## src/rtl/rz_fsk_symbol_gen_if.sv

```systemverilog
// rtl/rz_fsk_symbol_gen_if.sv - serial bit handshake between framer and symbol generator
interface rz_fsk_symbol_gen_if;
    logic bit_valid;
    logic bit_data;
    logic bit_ready;

    modport master (
        output bit_valid,
        output bit_data,
        input  bit_ready
    );

    modport slave (
        input  bit_valid,
        input  bit_data,
        output bit_ready
    );
endinterface

```

## src/rtl/rz_fsk_symbol_gen.sv

```systemverilog
// rtl/rz_fsk_symbol_gen.sv - return-to-zero FSK baseband pulse generator, one symbol per bit
module rz_fsk_symbol_gen #(
    parameter int CNT_W = 8,
    parameter int PW_W  = 2
) (
    input  logic                  clk,
    input  logic                  rst,
    input  logic                  enable_i,
    input  logic [CNT_W-1:0]      cfg_sym_len_i,
    input  logic [CNT_W-1:0]      cfg_rz_len_i,
    input  logic [CNT_W-1:0]      cfg_per0_i,
    input  logic [CNT_W-1:0]      cfg_per1_i,
    input  logic [PW_W-1:0]       pw0_i,
    input  logic [PW_W-1:0]       pw1_i,
    rz_fsk_symbol_gen_if.slave    bit_if,
    output logic                  pulse_o,
    output logic                  busy_o,
    output logic                  sym_start_o,
    output logic                  underrun_o
);

    typedef enum logic {
        IDLE   = 1'b0,
        ACTIVE = 1'b1
    } state_t;

    localparam logic [CNT_W-1:0] CNT_ZERO = '0;
    localparam logic [CNT_W-1:0] CNT_ONE  = CNT_W'(1);

    state_t           state_q, state_d;
    logic [CNT_W-1:0] sym_cnt_q, sym_cnt_d;
    logic [CNT_W-1:0] sub_cnt_q, sub_cnt_d;
    logic             bit_q, bit_d;
    logic [CNT_W-1:0] sym_len_q, sym_len_d;
    logic [CNT_W-1:0] rz_len_q, rz_len_d;
    logic [CNT_W-1:0] per0_q, per0_d;
    logic [CNT_W-1:0] per1_q, per1_d;
    logic [PW_W-1:0]  pw0_q, pw0_d;
    logic [PW_W-1:0]  pw1_q, pw1_d;
    logic             underrun_q, underrun_d;

    logic             active;
    logic             sym_last;
    logic             ready;
    logic             xfer;
    logic [CNT_W-1:0] per_l;
    logic [PW_W-1:0]  pw_l;
    logic [CNT_W:0]   hw_raw;
    logic [CNT_W:0]   hw_sat;

    // Both bit-value settings are latched; the stored bit picks the pair in use.
    assign per_l    = bit_q ? per1_q : per0_q;
    assign pw_l     = bit_q ? pw1_q  : pw0_q;
    assign hw_raw   = ({1'b0, per_l} >> 1) + {{(CNT_W + 1 - PW_W){1'b0}}, pw_l};
    assign hw_sat   = (hw_raw > {1'b0, per_l}) ? {1'b0, per_l} : hw_raw;

    assign active   = (state_q == ACTIVE);
    assign sym_last = active && (sym_cnt_q == sym_len_q - CNT_ONE);
    assign ready    = enable_i && ((state_q == IDLE) || sym_last);
    assign xfer     = bit_if.bit_valid && ready;

    assign bit_if.bit_ready = ready;
    assign busy_o           = active;
    assign sym_start_o      = active && (sym_cnt_q == CNT_ZERO);
    assign underrun_o       = underrun_q;
    assign pulse_o          = active && (sym_cnt_q < rz_len_q) && ({1'b0, sub_cnt_q} < hw_sat);

    always_comb begin
        state_d    = state_q;
        sym_cnt_d  = sym_cnt_q;
        sub_cnt_d  = sub_cnt_q;
        bit_d      = bit_q;
        sym_len_d  = sym_len_q;
        rz_len_d   = rz_len_q;
        per0_d     = per0_q;
        per1_d     = per1_q;
        pw0_d      = pw0_q;
        pw1_d      = pw1_q;
        underrun_d = 1'b0;

        if (!enable_i) begin
            state_d   = IDLE;
            sym_cnt_d = CNT_ZERO;
            sub_cnt_d = CNT_ZERO;
        end else if (xfer) begin
            state_d   = ACTIVE;
            sym_cnt_d = CNT_ZERO;
            sub_cnt_d = CNT_ZERO;
            bit_d     = bit_if.bit_data;
            sym_len_d = (cfg_sym_len_i == CNT_ZERO) ? CNT_ONE : cfg_sym_len_i;
            rz_len_d  = cfg_rz_len_i;
            per0_d    = (cfg_per0_i == CNT_ZERO) ? CNT_ONE : cfg_per0_i;
            per1_d    = (cfg_per1_i == CNT_ZERO) ? CNT_ONE : cfg_per1_i;
            pw0_d     = pw0_i;
            pw1_d     = pw1_i;
        end else if (active) begin
            if (sym_last) begin
                state_d    = IDLE;
                sym_cnt_d  = CNT_ZERO;
                sub_cnt_d  = CNT_ZERO;
                underrun_d = 1'b1;
            end else begin
                sym_cnt_d = sym_cnt_q + CNT_ONE;
                sub_cnt_d = (sub_cnt_q == per_l - CNT_ONE) ? CNT_ZERO : sub_cnt_q + CNT_ONE;
            end
        end
    end

    always_ff @(posedge clk or posedge rst) begin
        if (rst) begin
            state_q    <= IDLE;
            sym_cnt_q  <= CNT_ZERO;
            sub_cnt_q  <= CNT_ZERO;
            bit_q      <= 1'b0;
            sym_len_q  <= CNT_ZERO;
            rz_len_q   <= CNT_ZERO;
            per0_q     <= CNT_ZERO;
            per1_q     <= CNT_ZERO;
            pw0_q      <= '0;
            pw1_q      <= '0;
            underrun_q <= 1'b0;
        end else begin
            state_q    <= state_d;
            sym_cnt_q  <= sym_cnt_d;
            sub_cnt_q  <= sub_cnt_d;
            bit_q      <= bit_d;
            sym_len_q  <= sym_len_d;
            rz_len_q   <= rz_len_d;
            per0_q     <= per0_d;
            per1_q     <= per1_d;
            pw0_q      <= pw0_d;
            pw1_q      <= pw1_d;
            underrun_q <= underrun_d;
        end
    end

endmodule

```

## src/flat_wrapper.sv

```systemverilog
// flat-port wrapper written by rule: the top's interface ports become plain ports
module rz_fsk_symbol_gen_flat 
#(
    parameter int CNT_W = 8,
    parameter int PW_W  = 2
)
  (clk, rst, enable_i, cfg_sym_len_i, cfg_rz_len_i, cfg_per0_i, cfg_per1_i, pw0_i, pw1_i, pulse_o, busy_o, sym_start_o, underrun_o, bit_if_bit_valid, bit_if_bit_data, bit_if_bit_ready);
  rz_fsk_symbol_gen_if bit_if_i ();
  input  logic clk;
  input  logic rst;
  input  logic enable_i;
  input  logic [CNT_W-1:0] cfg_sym_len_i;
  input  logic [CNT_W-1:0] cfg_rz_len_i;
  input  logic [CNT_W-1:0] cfg_per0_i;
  input  logic [CNT_W-1:0] cfg_per1_i;
  input  logic [PW_W-1:0] pw0_i;
  input  logic [PW_W-1:0] pw1_i;
  output logic pulse_o;
  output logic busy_o;
  output logic sym_start_o;
  output logic underrun_o;
  input wire logic [$bits(bit_if_i.bit_valid)-1:0] bit_if_bit_valid;
  input wire logic [$bits(bit_if_i.bit_data)-1:0] bit_if_bit_data;
  output wire logic [$bits(bit_if_i.bit_ready)-1:0] bit_if_bit_ready;
  assign bit_if_i.bit_valid = bit_if_bit_valid;
  assign bit_if_i.bit_data = bit_if_bit_data;
  assign bit_if_bit_ready = bit_if_i.bit_ready;
  rz_fsk_symbol_gen #(.CNT_W(CNT_W), .PW_W(PW_W)) u_core (.clk(clk), .rst(rst), .enable_i(enable_i), .cfg_sym_len_i(cfg_sym_len_i), .cfg_rz_len_i(cfg_rz_len_i), .cfg_per0_i(cfg_per0_i), .cfg_per1_i(cfg_per1_i), .pw0_i(pw0_i), .pw1_i(pw1_i), .bit_if(bit_if_i), .pulse_o(pulse_o), .busy_o(busy_o), .sym_start_o(sym_start_o), .underrun_o(underrun_o));
endmodule
```

## config.mk

```make
export PLATFORM = sky130hd
export DESIGN_NAME = rz_fsk_symbol_gen_flat
export DESIGN_NICKNAME = d
export VERILOG_FILES = /design/src/rtl/rz_fsk_symbol_gen_if.sv /design/src/rtl/rz_fsk_symbol_gen.sv /design/src/flat_wrapper.sv
export SDC_FILE = /design/constraint.sdc
export NUM_CORES = 1
export LEC_CHECK = 0
export ABC_AREA = 1
export CAP_MARGIN = 20
export CORE_MARGIN = 3
export CORE_UTILIZATION = 54
export CTS_BUF_LIST = sky130_fd_sc_hd__clkbuf_8
export DETAILED_ROUTE_END_ITERATION = 8
export HOLD_SLACK_MARGIN = 0.06
export PLACE_DENSITY = 0.75
export SLEW_MARGIN = 30
export SYNTH_ARGS = -nofsm -noshare
export SYNTH_HDL_FRONTEND = slang
export SYNTH_SLANG_ARGS = --single-unit
```

## constraint.sdc

```tcl
create_clock -name clk -period 5.99 [get_ports clk]
set_input_delay 1.198 -clock clk [delete_from_list [all_inputs] [get_ports clk]]
set_output_delay 1.198 -clock clk [all_outputs]
set_load 0.01 [all_outputs]
```

==> out/metrics.yaml <==
drt_iter0_markers: 152
setup_slack_ns: 0.297
hold_path_depth: 2
grt_pass1_vias: 3705
path_common_cell: "nand2_1"
globalRouteOverflowTotal: 0
post_dp_cell_area_um2: 4750
synth_flop_cell: "dfrtp_1"
cts_made_buffers: 5
swShare_pct: 40.0
worstPathArrival_ns: 4.49
slowest_stage: "dfrtp_2"
r2r_start: "u_core.sym_len_q[0]"
crit_type: "reg -> out"
use_met3_pct: 3.47
place_congestion: 0.871
syn-num-nets: 689
cts_sinks: 55
holdBufCountCts: 0
ys_seq_area_share_pct: 32.1
nets: 734
worstHoldStart: "u_core.rz_len_q[3]"
r2r_cells: 15
dp_slack_ns: -0.0426
top_usage_layer: "met2"
p_per_area_nw_per_um2: 260
max_freq_mhz: 176
layout_common_cells: "nand2_1, inv_1, nor2_1"
cp-end-kind: "output pin"
core_um2: 7490
period_share_pct: 95.0
clkTransAtPathRegs_ns: 0.11
r2r_slack_ns: 3.14
routed_wl_mm: 10.0
r2r_end: "u_core.sym_cnt_q[4]"
grt_max_degree: 56
yosysUniqueCellTypes: 36
cpPeakStageDelay_ns: 0.49
syn-cell-area_um2: 4280
worstHoldEndpoint: "u_core.rz_len_q[3]"
antennaDiodeCount: 0
status: "completed"
detail_route.wl_per_cell_um: 13.1
cellLeakagePower_nw: 2.60
final_util_pct: 65.7
clockPowerShare_pct: 20.7
final_common_cell: "nand2_1"
synth_cells: 618
io_pins: 46
intPower_w: 0.000768
vias: 3929
slew_viol_final: 0
root_buffer: "clkbuf_8"
skew_ns: 0.00714
pwr-share-seq_pct: 35.6
ir_drop_v: 0.000155
grt.met2_usage_pct: 38.9
tightest_slew_ns: 0.847
io_buffers: 45
track_usage_pct: 23.3
path_buf_inv: 3
hold_class: "reg -> reg"
syn2layout_area_growth_pct: 14.9
finalHoldViolCount: 0
maxCapViolations: 0
synth-async-reset-ratio_pct: 100
antenna_found_initial: 0
final_antenna_net_count: 0
required_ns: 4.79
routed_via_density: 5.15
drc: 0
clk_latency_ns: 0.31
critPathLaunchType: "flip-flop"
grt_first_pass_wirelength_mm: 16.8
dpl.hpwl_mm: 7.67
dr.pass1.iters: 5
path_delay_family: "simple AND/OR/NAND/NOR gates"
clockBufferDepth: 2
initial_core_util_pct: 57.2
dieArea_um2: 9030
synth_edf_count: 0
yosysWarnings: 0
power_frac_comb_pct: 43.7
critPathMaxFanout: 11
p_switching_w: 0.000513
rows: 31
avgSynthCellArea_um2: 6.93
drive_above_1_share_pct: 9.49
setup_viol: 0
fin_crit_ns: 5.69
die_height_um: 95.0
max_slew_margin_pct: 43.5
final_cell_area_um2: 4920
die_w_um: 95.0
met1_usage_pct: 32.4
cts_tree: "built"
synth_seq_cells: 55
ctsHtreeMaxLevel: 2
-- power by group through the flow --
| stage | combinational [W] | sequential (W) | clock (W) |
|---|---|---|---|
| after floorplan | 0.000410 | 0.000447 | 0 |
| after global placement | 0.000510 | 0.000462 | 0 |
| after detailed placement | 0.000525 | 0.000464 | 0 |
| after CTS | 0.000536 | 0.000455 | 0.000269 |
| after global routing | 0.000636 | 0.000462 | 0.000286 |
| final | 0.000560 | 0.000456 | 0.000264 |
-- worst max-delay path by stage --
| stage | startpoint | end | slack, ns | cells past startpoint |
|---|---|---|---|---|
| 3_5_place_dp | u_core.bit_q | pulse_o | -0.04 | 23 |
| 5_1_grt | u_core.bit_q | pulse_o | -0.04 | 26 |
| 3_3_place_gp | u_core.bit_q | pulse_o | 0.14 | 23 |
| 2_1_floorplan | u_core.bit_q | pulse_o | 0.83 | 27 |
| 6_report | u_core.bit_q | pulse_o | 0.30 | 26 |
| 4_1_cts | u_core.bit_q | pulse_o | 0.17 | 26 |
-- logic make-up (layout without fill, tap and decap cells) --
| group | count (synthesis) | after routing | synth area share [%] |
|---|---|---|---|
| XOR/XNOR | 15 | 15 | 3.07 |
| AO/OA/AOI/OAI | 61 | 61 | 9.73 |
| buffers and inverters | 97 | 143 | 10.3 |
| adder cells (fa/ha/maj) | 30 | 30 | 8.94 |
| flip-flops | 55 | 55 | 32.1 |
| AND/OR/NAND/NOR | 360 | 360 | 35.8 |
-- worst reg2reg max path: cells and delay by family (launching register included) --
family        cells  cell delay [ns]
simple gates     12             1.91
flops             1             0.41
fa+ha+maj         1             0.30
buf+inv           2             0.12
-- sequential cells by signal, summed over array words and instances, names as in the netlist --
register	flops
u_core.per0_q	8
u_core.sym_cnt_q	8
u_core.pw0_q	2
u_core.bit_q	1
u_core.per1_q	8
u_core.sub_cnt_q	8
u_core.sym_len_q	8
u_core.pw1_q	2
u_core.underrun_o	1
u_core.rz_len_q	8
u_core.busy_o	1
-- what timing repair did --
action	CTS	global route
endpoints found under the setup margin	1	1
gates resized for setup	5	7
pin swaps	0	4
setup buffers	2	3
-- metal layers --
metal | vias up | share of wire [%]
met2 | 76 | 45
met4 | 0 | 0.66
met1 | 1791 | 50
met5 | - | 0
met3 | 6 | 4.1
li1 | 2056 | -
-- through the flow --
| step | hold slack, ns | TNS [ns] | power (W) | instances |
|---|---|---|---|---|
| 4_1_cts | 0.494 | 0 | 0.00126 | 760 |
| 3_3_place_gp | 0.465 | 0 | 0.000972 | 750 |
| 6_report | 0.488 | 0 | 0.00128 | 763 |
| 2_1_floorplan | 0.449 | 0 | 0.000857 | 618 |
| 5_1_grt | 0.513 | -0.0378 | 0.00138 | 763 |
| 3_5_place_dp | 0.465 | -0.0426 | 0.000989 | 750 |
-- synth_stat cells (all sizes together) (4+ instances only) --
cell type | number | area (um2)
a21oi | 15 | 90.1
buf | 13 | 126
clkbuf | 4 | 15.0
dfrtp | 55 | 1380
ha | 29 | 363
inv | 80 | 300
nand2 | 202 | 781
nand3 | 65 | 338
nand4 | 5 | 31.3
nor2 | 75 | 307
nor3 | 6 | 30.0
o21ai | 40 | 275
xor2 | 13 | 114
-- layout make-up --
cell class | instances | area (um2)
Clock buffer | 5 | 68.8
Clock inverter | 3 | 50.0
Fill cell | 678 | 2570
Inverter | 80 | 303
Multi-Input combinational cell | 466 | 2480
Sequential cell | 55 | 1380
Tap cell | 99 | 124
Timing Repair Buffer | 55 | 515
(Power assumes the default switching activity.)
